===== config.mk =====
export PLATFORM = sky130hd
export DESIGN_NAME = mux8to1_rr_sched
export DESIGN_NICKNAME = d
export VERILOG_FILES = /design/src/rtl/mux8to1_rr_sched.sv
export SDC_FILE = /design/constraint.sdc
export NUM_CORES = 1
export LEC_CHECK = 0
export ABC_AREA = 1
export CAP_MARGIN = 20
export CELL_PAD_IN_SITES_DETAIL_PLACEMENT = 0
export CELL_PAD_IN_SITES_GLOBAL_PLACEMENT = 1
export CORE_MARGIN = 3
export CORE_UTILIZATION = 33
export CTS_CLUSTER_SIZE = 28
export DETAILED_ROUTE_END_ITERATION = 12
export HOLD_SLACK_MARGIN = 0.1
export PLACE_DENSITY_LB_ADDON = 0.1
export SYNTH_ARGS = -nofsm -noshare
export SYNTH_HDL_FRONTEND = slang
export SYNTH_SLANG_ARGS = --single-unit

===== constraint.sdc =====
create_clock -name clock -period 2.15 [get_ports clock]
set_input_delay 0.215 -clock clock [delete_from_list [all_inputs] [get_ports clock]]
set_output_delay 0.215 -clock clock [all_outputs]
set_load 0.01 [all_outputs]

===== src/rtl/mux8to1_rr_sched.sv =====
// rtl/mux8to1_rr_sched.sv - round-robin scheduler driving a shared 8:1 single-bit mux
// Registered sel/grant/dout; tenure capped at MAX_HOLD cycles while others are waiting.
module mux8to1_rr_sched #(
  parameter int MAX_HOLD = 4
) (
  input  logic       clock,
  input  logic       reset,
  input  logic [7:0] req,
  input  logic [7:0] din,
  output logic [2:0] sel,
  output logic [7:0] grant,
  output logic       busy,
  output logic       dout
);

  localparam int CW = $clog2(MAX_HOLD + 1);
  localparam logic [CW-1:0] CNT_MAX = CW'(MAX_HOLD);
  localparam logic [CW-1:0] CNT_ONE = CW'(1);

  typedef enum logic [1:0] {
    IDLE  = 2'd0,
    GRANT = 2'd1,
    GAP   = 2'd2
  } state_t;

  state_t        state, state_nxt;
  logic [2:0]    ptr, ptr_nxt;
  logic [CW-1:0] cnt, cnt_nxt;
  logic [2:0]    sel_nxt;
  logic [7:0]    grant_nxt;
  logic          dout_nxt;

  logic          arb_hit;
  logic [2:0]    arb_idx;
  logic [2:0]    cand;
  logic          release_now;

  // Rotating priority search: walking offsets downward lets the smallest offset from ptr win.
  always_comb begin
    arb_hit = 1'b0;
    arb_idx = ptr;
    cand    = ptr;
    for (int i = 7; i >= 0; i--) begin
      cand = ptr + 3'(i);
      if (req[cand]) begin
        arb_hit = 1'b1;
        arb_idx = cand;
      end
    end
  end

  // While in GRANT, sel always names the current holder.
  assign release_now = (state == GRANT) &&
                       (!req[sel] || ((cnt == CNT_MAX) && ((req & ~grant) != 8'h00)));

  always_ff @(posedge clock) begin
    if (reset) begin
      state <= IDLE;
      ptr   <= 3'd0;
      cnt   <= '0;
      sel   <= 3'd0;
      grant <= 8'h00;
      dout  <= 1'b0;
    end else begin
      state <= state_nxt;
      ptr   <= ptr_nxt;
      cnt   <= cnt_nxt;
      sel   <= sel_nxt;
      grant <= grant_nxt;
      dout  <= dout_nxt;
    end
  end

  always_comb begin
    state_nxt = state;
    case (state)
      IDLE:    if (arb_hit) state_nxt = GRANT;
      GRANT:   if (release_now) state_nxt = GAP;
      GAP:     state_nxt = arb_hit ? GRANT : IDLE;
      default: state_nxt = IDLE;
    endcase
  end

  always_comb begin
    busy      = (state == GRANT);
    ptr_nxt   = ptr;
    cnt_nxt   = cnt;
    sel_nxt   = sel;
    grant_nxt = grant;
    dout_nxt  = (state == GRANT) ? din[sel] : 1'b0;
    case (state)
      IDLE, GAP: begin
        if (arb_hit) begin
          sel_nxt   = arb_idx;
          grant_nxt = 8'(1) << arb_idx;
          cnt_nxt   = CNT_ONE;
        end else begin
          grant_nxt = 8'h00;
        end
      end
      GRANT: begin
        if (release_now) begin
          grant_nxt = 8'h00;
          ptr_nxt   = sel + 3'd1;
        end else if (cnt != CNT_MAX) begin
          cnt_nxt = cnt + CNT_ONE;
        end
      end
      default: begin
        grant_nxt = 8'h00;
      end
    endcase
  end

endmodule


==> impl_metrics.yaml, run 1 <==
worst_setup_path:
  path_cells: "inv_4 > ha_4 > inv_6 > nand3_2 > nand3_2 > nand2_2 > nor2_2 > nand3_2 > o21ai_4 > buf_4 > a21oi_1 > o21ai_0 > inv_1"
  r2r_end: "sel[0]$_SDFFE_PP0P_"
  cp_slowest_cell: "dfxtp_4"
  startpoint_type: "register"
  path_common_cell: "nand3_2"
  startpoint: "ptr[1]$_SDFFE_PP0P_"
  cp_slowest_stage_delay_ns: 0.37
  regToRegStartpoint: "ptr[1]$_SDFFE_PP0P_"
  cp.buffers_inverters: 4
  r2r_slack_ns: 0.12
  cp.arrival_ns: 2.19
  cp_max_fo: 6
  required_ns: 2.30
  end_kind: "register"
  ff2ff_path_depth: 13
  path_class: "reg2reg"
  critPathTopFamily: "simple AND/OR/NAND/NOR gates"
timing:
  tightest_slew_ns: 0.328
  slew_headroom_pct: 77.9
  setup_violations: 0
  clock.fmax_mhz: 492
  hold_viol: 0
  maxSlewViolCount: 0
  period_needed_ns: 2.03
  fin_skew_ns: 0.00155
  rsz0062_at_grt: "true"
  fin_ws_ns: 0.118
  period_share_pct: 94.5
power_and_ir_drop:
  power.density_mw_per_mm2: 1610
  vdd_drop_max_uv: 644
  total_power_mw: 4.15
  cellLeakagePower_nw: 1.17
routing:
  drt_wl_total_microns: 5380
  postRouteAntennaNets: 0
  via_per_inst: 4.80
  vias: 1920
  drt_first_pass_iters: 4
  drtIter0Drc: 101
  detail_route.wl_per_cell_microns: 13.4
  drc: 0
logic_synthesis:
  synth_area_leaders: "dfxtp_1, nand2_1, nand3_1"
  synthDistinctLibCells: 33
  synth.net_count: 293
  synth_top_area_share_pct: 23.3
  syn_avg_cell_area_sq_um: 6.35
  ys_seq_area_share_pct: 23.3
  synth_area_leader_cell: "dfxtp_1"
  synth_warnings: 0
  synth_seq_cells: 20
  syn_inst: 270
  netlist_area_sq_mm: 0.00172
place:
  dpl_worst_slack_ns: -0.140
  hpwlAfterDp_microns: 4350
  place_area_sq_mm: 0.00232
  place_congestion: 0.841
  portBuffers: 30
  place_inst: 394
hold_path:
  min-delay-path-class: "reg2reg"
  min_path_cells: 2
  holdPathEnd: "grant[2]$_SDFFE_PP0P_"
  hp-start: "grant[2]$_SDFFE_PP0P_"
global_route:
  grt_pass1_vias: 1838
  grt.total_usage_pct: 18.0
  antenna_found_initial: 0
  grt_overflow: 0
  grt_max_degree: 14
  grt_pass1_wl_microns: 8840
cells_and_area:
  fillCellCount: 496
  most-common-layout-cells: "nand2_1, buf_4, clkdlybuf4s50_1"
  drive_gt1_share_pct: 33.0
  layout_commonest_cell: "nand2_1"
  stdcell_area_sq_mm: 0.00257
  diodes: 0
  stdcell_count: 400
  nets: 357
  syn2layout_area_growth_pct: 49.8
  utilization_pct: 52.7
status:
  status: "complete, no violations"
cts:
  clk_pin_slew_ns: 0.08
  cts-root-buf: "clkbuf_8"
  cts_hold_buffers: 0
  cts_inserted_buffers: 3
  htree_levels: 1
  cts_sinks: 20
  cts_tree: "built"
  cts_buffer_depth: 2
  worstSkewPairLatency_ns: 0.26
die:
  pin_count: 31
  die_h_microns: 78.1
  num_rows: 25
  initial_core_util_pct: 35.2
  core_sq_mm: 0.00488
  die_area_sq_mm: 0.00610
  chipWidth_microns: 78.1
run:
  drv_cap: 0
## cell usage after synthesis
| master | instances |
|---|---|
| inv_1 | 26 |
| o21ai_2 | 1 |
| nand2_1 | 62 |
| clkinv_1 | 2 |
| o22ai_1 | 3 |
| nand4_1 | 1 |
| clkbuf_1 | 1 |
| ha_1 | 5 |
| a31oi_1 | 1 |
| o221ai_1 | 1 |
| o211a_1 | 1 |
| a21oi_1 | 25 |
| inv_2 | 10 |
| inv_4 | 2 |
| nor2_2 | 2 |
| o41ai_1 | 1 |
| buf_6 | 1 |
| buf_2 | 1 |
| nand3_1 | 35 |
| o2111a_1 | 1 |
| buf_4 | 2 |
| nor2_1 | 15 |
| o21ai_0 | 16 |
| dfxtp_1 | 20 |
| xnor2_1 | 1 |
| o21ai_1 | 1 |
| xor2_1 | 2 |
| a21oi_2 | 4 |
| nand4_2 | 1 |
| o21ai_4 | 1 |
| nand2_2 | 13 |
| nand3_2 | 11 |
| buf_8 | 1 |
## state kept, by name, indices dropped and copies added (netlist names)
register  cells
grant         8
cnt           3
state         2
ptr           3
sel           3
dout          1
## per-stage QoR
step / TNS [ns] / hold slack, ns
2_1_floorplan: 0 / 0.371
3_3_place_gp: -1.03 / 0.477
3_5_place_dp: -0.677 / 0.481
4_1_cts: 0 / 0.497
5_1_grt: -0.202 / 0.511
6_report: 0 / 0.489
## how the worst max path moves through the flow
stage | to | cells after the start
floorplan | grant[3]$_SDFFE_PP0P_ | 16
global placement | cnt[1]$_SDFFE_PP0P_ | 9
detailed placement | cnt[1]$_SDFFE_PP0P_ | 9
CTS | grant[4]$_SDFFE_PP0P_ | 16
global route | grant[0]$_SDFFE_PP0P_ | 17
finish | sel[0]$_SDFFE_PP0P_ | 13
## metal layers
metal / share of wire [%] / up-vias / track usage [%]
li1: - / 1019 / -
met1: 48 / 869 / 24.1
met2: 48 / 27 / 31.4
met3: 2.6 / 5 / 1.49
met4: 0.82 / 0 / 3.67
met5: 0 / - / 0
## tightest hold or removal path: cells and delay by family (launching register included)
kind | cells | cell delay [ns]
flops | 1 | 0.33
simple gates | 1 | 0.07
compound gates | 1 | 0.05
## area by class of cell
class | count | area [sq um] | share of cell area (%)
Tap cell | 67 | 83.8 | 3.26
Sequential cell | 20 | 408 | 15.9
Timing Repair Buffer | 65 | 571 | 22.2
Clock buffer | 4 | 55.1 | 2.14
Inverter | 40 | 160 | 6.23
Multi-Input combinational cell | 204 | 1290 | 50.3
## power by group
part / internal (mW) / leakage, nW / switching [mW]
logic: 1.37 / 0.972 / 1.88
registers: 0.490 / 0.165 / 0.113
clock network: 0.163 / 0.0288 / 0.131
## what timing repair did
action,4_1_cts,5_1_grt
buffers inserted,0,2
pin swaps,0,7
endpoints found under the setup margin,9,14
resized for setup,4,35
## logic make-up (layout without fill, tap and decap cells)
family	count (synthesis)	count (layout)	share of synthesized area [%]
compound gates	56	56	19.5
xor+xnor	3	3	1.53
fa+ha+maj	5	5	3.65
buf+inv	46	109	12.0
flops	20	20	23.3
simple gates	140	140	40.0
Note: power is estimated with default switching activity, not from simulation.
==> run 2, diff against run 1 <==
--- a/config.mk
+++ b/config.mk
@@ -9,7 +9,7 @@
 export CAP_MARGIN = 20
 export CELL_PAD_IN_SITES_DETAIL_PLACEMENT = 0
 export CELL_PAD_IN_SITES_GLOBAL_PLACEMENT = 1
-export CORE_MARGIN = 3
+export CORE_MARGIN = 2
 export CORE_UTILIZATION = 33
 export CTS_CLUSTER_SIZE = 28
 export DETAILED_ROUTE_END_ITERATION = 12
==> run 2 against run 1 <==
Effect of this change: via count grew 1.8%; clock power is 14% lower; power rose by 4.7%; sequential share of layout area down 0.15 points; the run now ends with negative setup slack left; cell count stayed put; hold slack worse by 0.0015 ns.
==> impl_metrics.yaml, run 2 (same netlist as run 1, synthesis figures left out) <==
routing:
  drc: 0
  drt_wl_total_microns: 5690
  drtIter0Drc: 64
  detail_route.wl_per_cell_microns: 14.2
  postRouteAntennaNets: 0
  via_per_inst: 4.89
  drt_first_pass_iters: 4
  vias: 1954
power_and_ir_drop:
  vdd_drop_max_uv: 727
  total_power_mw: 4.34
  cellLeakagePower_nw: 1.16
  power.density_mw_per_mm2: 1660
worst_setup_path:
  startpoint_type: "register"
  r2r_slack_ns: -0.06
  path_common_cell: "nand2_1"
  r2r_end: "grant[4]$_SDFFE_PP0P_"
  path_cells: "inv_4 > ha_4 > inv_6 > nand3_4 > nand3_4 > nand2_4 > buf_4 > a21oi_2 > nand3_1 > nand2_1 > nand2_1 > nand2_1 > nand2_1 > nand2_2 > nand2_4 > nor2_4 > nand2_2 > a21oi_2"
  cp_max_fo: 6
  cp.arrival_ns: 2.41
  end_kind: "register"
  required_ns: 2.35
  critPathTopFamily: "simple AND/OR/NAND/NOR gates"
  regToRegStartpoint: "ptr[1]$_SDFFE_PP0P_"
  cp.buffers_inverters: 3
  path_class: "reg2reg"
  cp_slowest_cell: "dfxtp_4"
  ff2ff_path_depth: 18
  cp_slowest_stage_delay_ns: 0.38
timing:
  tightest_slew_ns: 0.508
  fin_ws_ns: -0.0622
  maxSlewViolCount: 0
  rsz0062_at_grt: "true"
  period_share_pct: 103
  period_needed_ns: 2.21
  whs_ns: 0.488
  slew_headroom_pct: 66.0
  fin_skew_ns: 0.000870
  clock.fmax_mhz: 452
  hold_viol: 0
  fin_setup_tns_ns: -0.0918
  setup_violations: 2
die:
  core_sq_mm: 0.00507
  die_area_sq_mm: 0.00579
  chipWidth_microns: 76.1
  num_rows: 26
  die_h_microns: 76.1
  initial_core_util_pct: 33.8
  pin_count: 31
cells_and_area:
  utilization_pct: 51.6
  most-common-layout-cells: "nand2_1, buf_4, clkdlybuf4s50_1"
  nets: 355
  syn2layout_area_growth_pct: 52.7
  stdcell_count: 400
  diodes: 0
  layout_commonest_cell: "nand2_1"
  largest-register: "grant"
  drive_gt1_share_pct: 36.4
  stdcell_area_sq_mm: 0.00262
  largest_reg_flops: 8
cts:
  worstSkewPairLatency_ns: 0.26
  cts_buffer_depth: 2
  cts_inserted_buffers: 3
  clk_pin_slew_ns: 0.07
  htree_levels: 1
  cts_sinks: 20
  cts-root-buf: "clkbuf_8"
  cts_tree: "built"
place:
  portBuffers: 30
  place_congestion: 0.826
  place_inst: 390
  hpwlAfterDp_microns: 4270
  place_area_sq_mm: 0.00227
  dpl_worst_slack_ns: -0.160
hold_path:
  min-delay-path-class: "reg2reg"
  min_path_cells: 2
  holdPathEnd: "grant[3]$_SDFFE_PP0P_"
  hp-start: "grant[3]$_SDFFE_PP0P_"
global_route:
  grt_overflow: 0
  antenna_found_initial: 0
  grt_pass1_wl_microns: 9010
  grt_max_degree: 11
  grt.total_usage_pct: 19.1
  grt_pass1_vias: 1840
status:
  failed_checks: "negative setup slack"
  status: "finished with violations"
run:
  drv_cap: 0
run 2: changes by cell type in the layout (fill, tap and decap cells not counted), sizes merged:
cell	previous run	this run
buf	35	33
clkbuf	4	3
run 2: timing repair:
action / in CTS / in global routing
pin swaps: 1 / 20
hold buffers: 0 / 0
setup endpoints to repair: 10 / 14
buffers inserted: 0 / 7
resized for setup: 4 / 53
run 2: worst max path at each step:
| stage | start | to | slack, ns | cells past startpoint |
|---|---|---|---|---|
| 2_1_floorplan | ptr[0]$_SDFFE_PP0P_ | grant[3]$_SDFFE_PP0P_ | 0.007 | 16 |
| 6_report | ptr[1]$_SDFFE_PP0P_ | grant[4]$_SDFFE_PP0P_ | -0.06 | 18 |
| 4_1_cts | ptr[0]$_SDFFE_PP0P_ | grant[1]$_SDFFE_PP0P_ | -0.03 | 14 |
| 5_1_grt | ptr[1]$_SDFFE_PP0P_ | grant[4]$_SDFFE_PP0P_ | -0.17 | 18 |
| 3_5_place_dp | req[3] | grant[1]$_SDFFE_PP0P_ | -0.16 | 13 |
| 3_3_place_gp | req[3] | sel[0]$_SDFFE_PP0P_ | -0.18 | 12 |
run 2: metal layers:
layer	part of all wire, %	vias to the layer above	track usage (%)
li1	-	1017	-
met1	45	893	24.2
met2	51	35	34.2
met3	2.6	9	1.66
met4	1.7	0	6.18
met5	0	-	0
run 2: power by group:
| group | leakage (nW) | switching [mW] | internal (mW) |
|---|---|---|---|
| registers | 0.166 | 0.128 | 0.494 |
| logic | 0.974 | 2.00 | 1.47 |
| clock network | 0.0216 | 0.129 | 0.125 |
| total | 1.16 | 2.26 | 2.09 |
run 2: cell type report:
cell class	instances	area, sq um
fillers	518	2460
multi-input cells	204	1360
repair buffers	63	556
flip-flops and latches	20	412
inverters	40	160
well taps	70	87.6
clock buffers	3	41.3
run 2: worst register-to-register path, delay by kind of cell, from the launching register on:
| family | cells | cell delay [ns] |
|---|---|---|
| simple gates | 12 | 0.97 |
| flops | 1 | 0.38 |
| compound gates | 2 | 0.24 |
| fa+ha+maj | 1 | 0.28 |
| buf+inv | 3 | 0.27 |
==> run 3, diff against run 2 <==
--- a/config.mk
+++ b/config.mk
@@ -10,7 +10,7 @@
 export CELL_PAD_IN_SITES_DETAIL_PLACEMENT = 0
 export CELL_PAD_IN_SITES_GLOBAL_PLACEMENT = 1
 export CORE_MARGIN = 2
-export CORE_UTILIZATION = 33
+export CORE_UTILIZATION = 36
 export CTS_CLUSTER_SIZE = 28
 export DETAILED_ROUTE_END_ITERATION = 12
 export HOLD_SLACK_MARGIN = 0.1
==> constraint.sdc (replaced) <==
create_clock -name clock -period 2.1 [get_ports clock]
set_input_delay 0.21 -clock clock [delete_from_list [all_inputs] [get_ports clock]]
set_output_delay 0.21 -clock clock [all_outputs]
set_load 0.01 [all_outputs]
==> run 3 against run 2 <==
Effect of this change: critical path type unchanged; cell count fell by 2.8%; critical path depth fell by 7; register-to-register slack improved by 0.07 ns; sequential power about the same; core utilization up 7.1 points; power grew 9.1%; cell area increased by 4.5%; first-iteration DRC count is 41% higher; the run now ends clean; global-route usage up 1.7 points; largest cell class unchanged; clock power rose by 19%.
==> impl_metrics.yaml, run 3 (same netlist as run 1, synthesis figures left out) <==
place:
  place_inst: 378
  portBuffers: 30
  place_congestion: 0.865
  hpwlAfterDp_microns: 4190
  dpl_worst_slack_ns: -0.219
die:
  initial_core_util_pct: 36.8
  die_h_microns: 73.0
  pin_count: 31
  num_rows: 25
  chipWidth_microns: 73.0
  core_sq_mm: 0.00466
  die_area_sq_mm: 0.00533
cts:
  cts_sinks: 20
  cts_buffer_depth: 2
  clk_pin_slew_ns: 0.08
  cts_tree: "built"
  worstSkewPairLatency_ns: 0.26
  cts_inserted_buffers: 3
  cts-root-buf: "clkbuf_8"
  htree_levels: 1
  cts_hold_buffers: 0
cells_and_area:
  nets: 359
  stdcell_count: 389
  layout_commonest_cell: "nand2_1"
  fillCellCount: 458
  most-common-layout-cells: "nand2_1, buf_4, clkdlybuf4s50_1"
  largest_reg_flops: 8
  largest-register: "grant"
  drive_gt1_share_pct: 38.5
  diodes: 0
  syn2layout_area_growth_pct: 59.6
routing:
  via_per_inst: 5.03
  vias: 1956
  postRouteAntennaNets: 0
  drt_first_pass_iters: 4
  drt_wl_total_microns: 5430
  detail_route.wl_per_cell_microns: 14.0
  drc: 0
  drtIter0Drc: 90
power_and_ir_drop:
  vdd_drop_max_uv: 705
  cellLeakagePower_nw: 1.20
  power.density_mw_per_mm2: 1730
  total_power_mw: 4.74
timing:
  fin_skew_ns: 0.00486
  rsz0062_at_grt: "true"
  period_needed_ns: 2.09
  slew_headroom_pct: 77.1
  clock.fmax_mhz: 478
  period_share_pct: 99.7
  fin_ws_ns: 0.00645
  fin_setup_tns_ns: 0
  tightest_slew_ns: 0.340
  setup_violations: 0
  maxSlewViolCount: 0
  hold_viol: 0
run:
  drv_cap: 0
worst_setup_path:
  required_ns: 2.26
  cp.buffers_inverters: 3
  startpoint_type: "register"
  cp_slowest_cell: "dfxtp_4"
  path_cells: "inv_4 > ha_4 > nand3_4 > nand3_1 > nand2_4 > inv_2 > nand4_4 > o21ai_4 > buf_6 > o21ai_4 > o211a_1"
  end_kind: "register"
  path_class: "reg2reg"
  cp_max_fo: 6
  path_common_cell: "o21ai_4"
  critPathTopFamily: "compound AO/OA/AOI/OAI gates"
  cp.arrival_ns: 2.25
  cp_slowest_stage_delay_ns: 0.37
global_route:
  grt_pass1_vias: 1884
  antenna_found_initial: 0
  grt_pass1_wl_microns: 8700
  grt_max_degree: 12
  grt.total_usage_pct: 20.8
  grt_overflow: 0
hold_path:
  min-delay-path-class: "reg2reg"
status:
  status: "complete, no violations"
## run 3: worst min-delay path, delay by kind of cell (launching register included)
kind            cells  cell delay [ns]
compound gates      1             0.05
flops               1             0.34
simple gates        1             0.07
## run 3: power by group
| part | leakage (nW) | total, mW | switching [mW] | internal [mW] |
|---|---|---|---|---|
| logic | 1.01 | 3.81 | 2.21 | 1.61 |
| clock network | 0.0288 | 0.301 | 0.134 | 0.167 |
| registers | 0.166 | 0.623 | 0.119 | 0.503 |
## run 3: final timing paths
kind,startpoint,to,slack (ns),depth (start not counted)
max,ptr[1]$_SDFFE_PP0P_,cnt[0]$_SDFFE_PP0P_,0.006,11
min,grant[7]$_SDFFE_PP0P_,grant[7]$_SDFFE_PP0P_,0.50,2
max reg2reg,ptr[1]$_SDFFE_PP0P_,cnt[0]$_SDFFE_PP0P_,0.006,11
min reg2reg,grant[7]$_SDFFE_PP0P_,grant[7]$_SDFFE_PP0P_,0.50,2
## run 3: area by class of cell
| cell class | instances | area [sq um] | area share (%) |
|---|---|---|---|
| well taps | 54 | 67.6 | 2.47 |
| repair buffers | 67 | 593 | 21.7 |
| inverters | 40 | 165 | 6.03 |
| flip-flops and latches | 20 | 409 | 14.9 |
| clock buffers | 4 | 55.1 | 2.01 |
| multi-input cells | 204 | 1450 | 52.9 |
## run 3: routing by layer
layer	GRT usage, %	vias to the layer above	wire length [microns]
met5	0	-	0
met4	7.82	0	86
met2	36.4	33	2740
met1	26.5	890	2490
met3	1.24	8	113
li1	-	1025	-
## run 3: stage by stage
| step | hold slack, ns | cell area (sq um) | util, % |
|---|---|---|---|
| floorplan | 0.366 | 1780 | - |
| global placement | 0.472 | 2320 | 49.8 |
| detailed placement | 0.488 | 2320 | 49.8 |
| CTS | 0.500 | 2400 | 51.5 |
| global route | 0.520 | 2740 | 58.7 |
| finish | 0.500 | 2740 | 58.7 |
## run 3: what timing repair did
action                                  4_1_cts  5_1_grt
endpoints found under the setup margin       13       13
setup buffers                                 2        5
pin swaps                                     1       27
gates resized for setup                       4       61
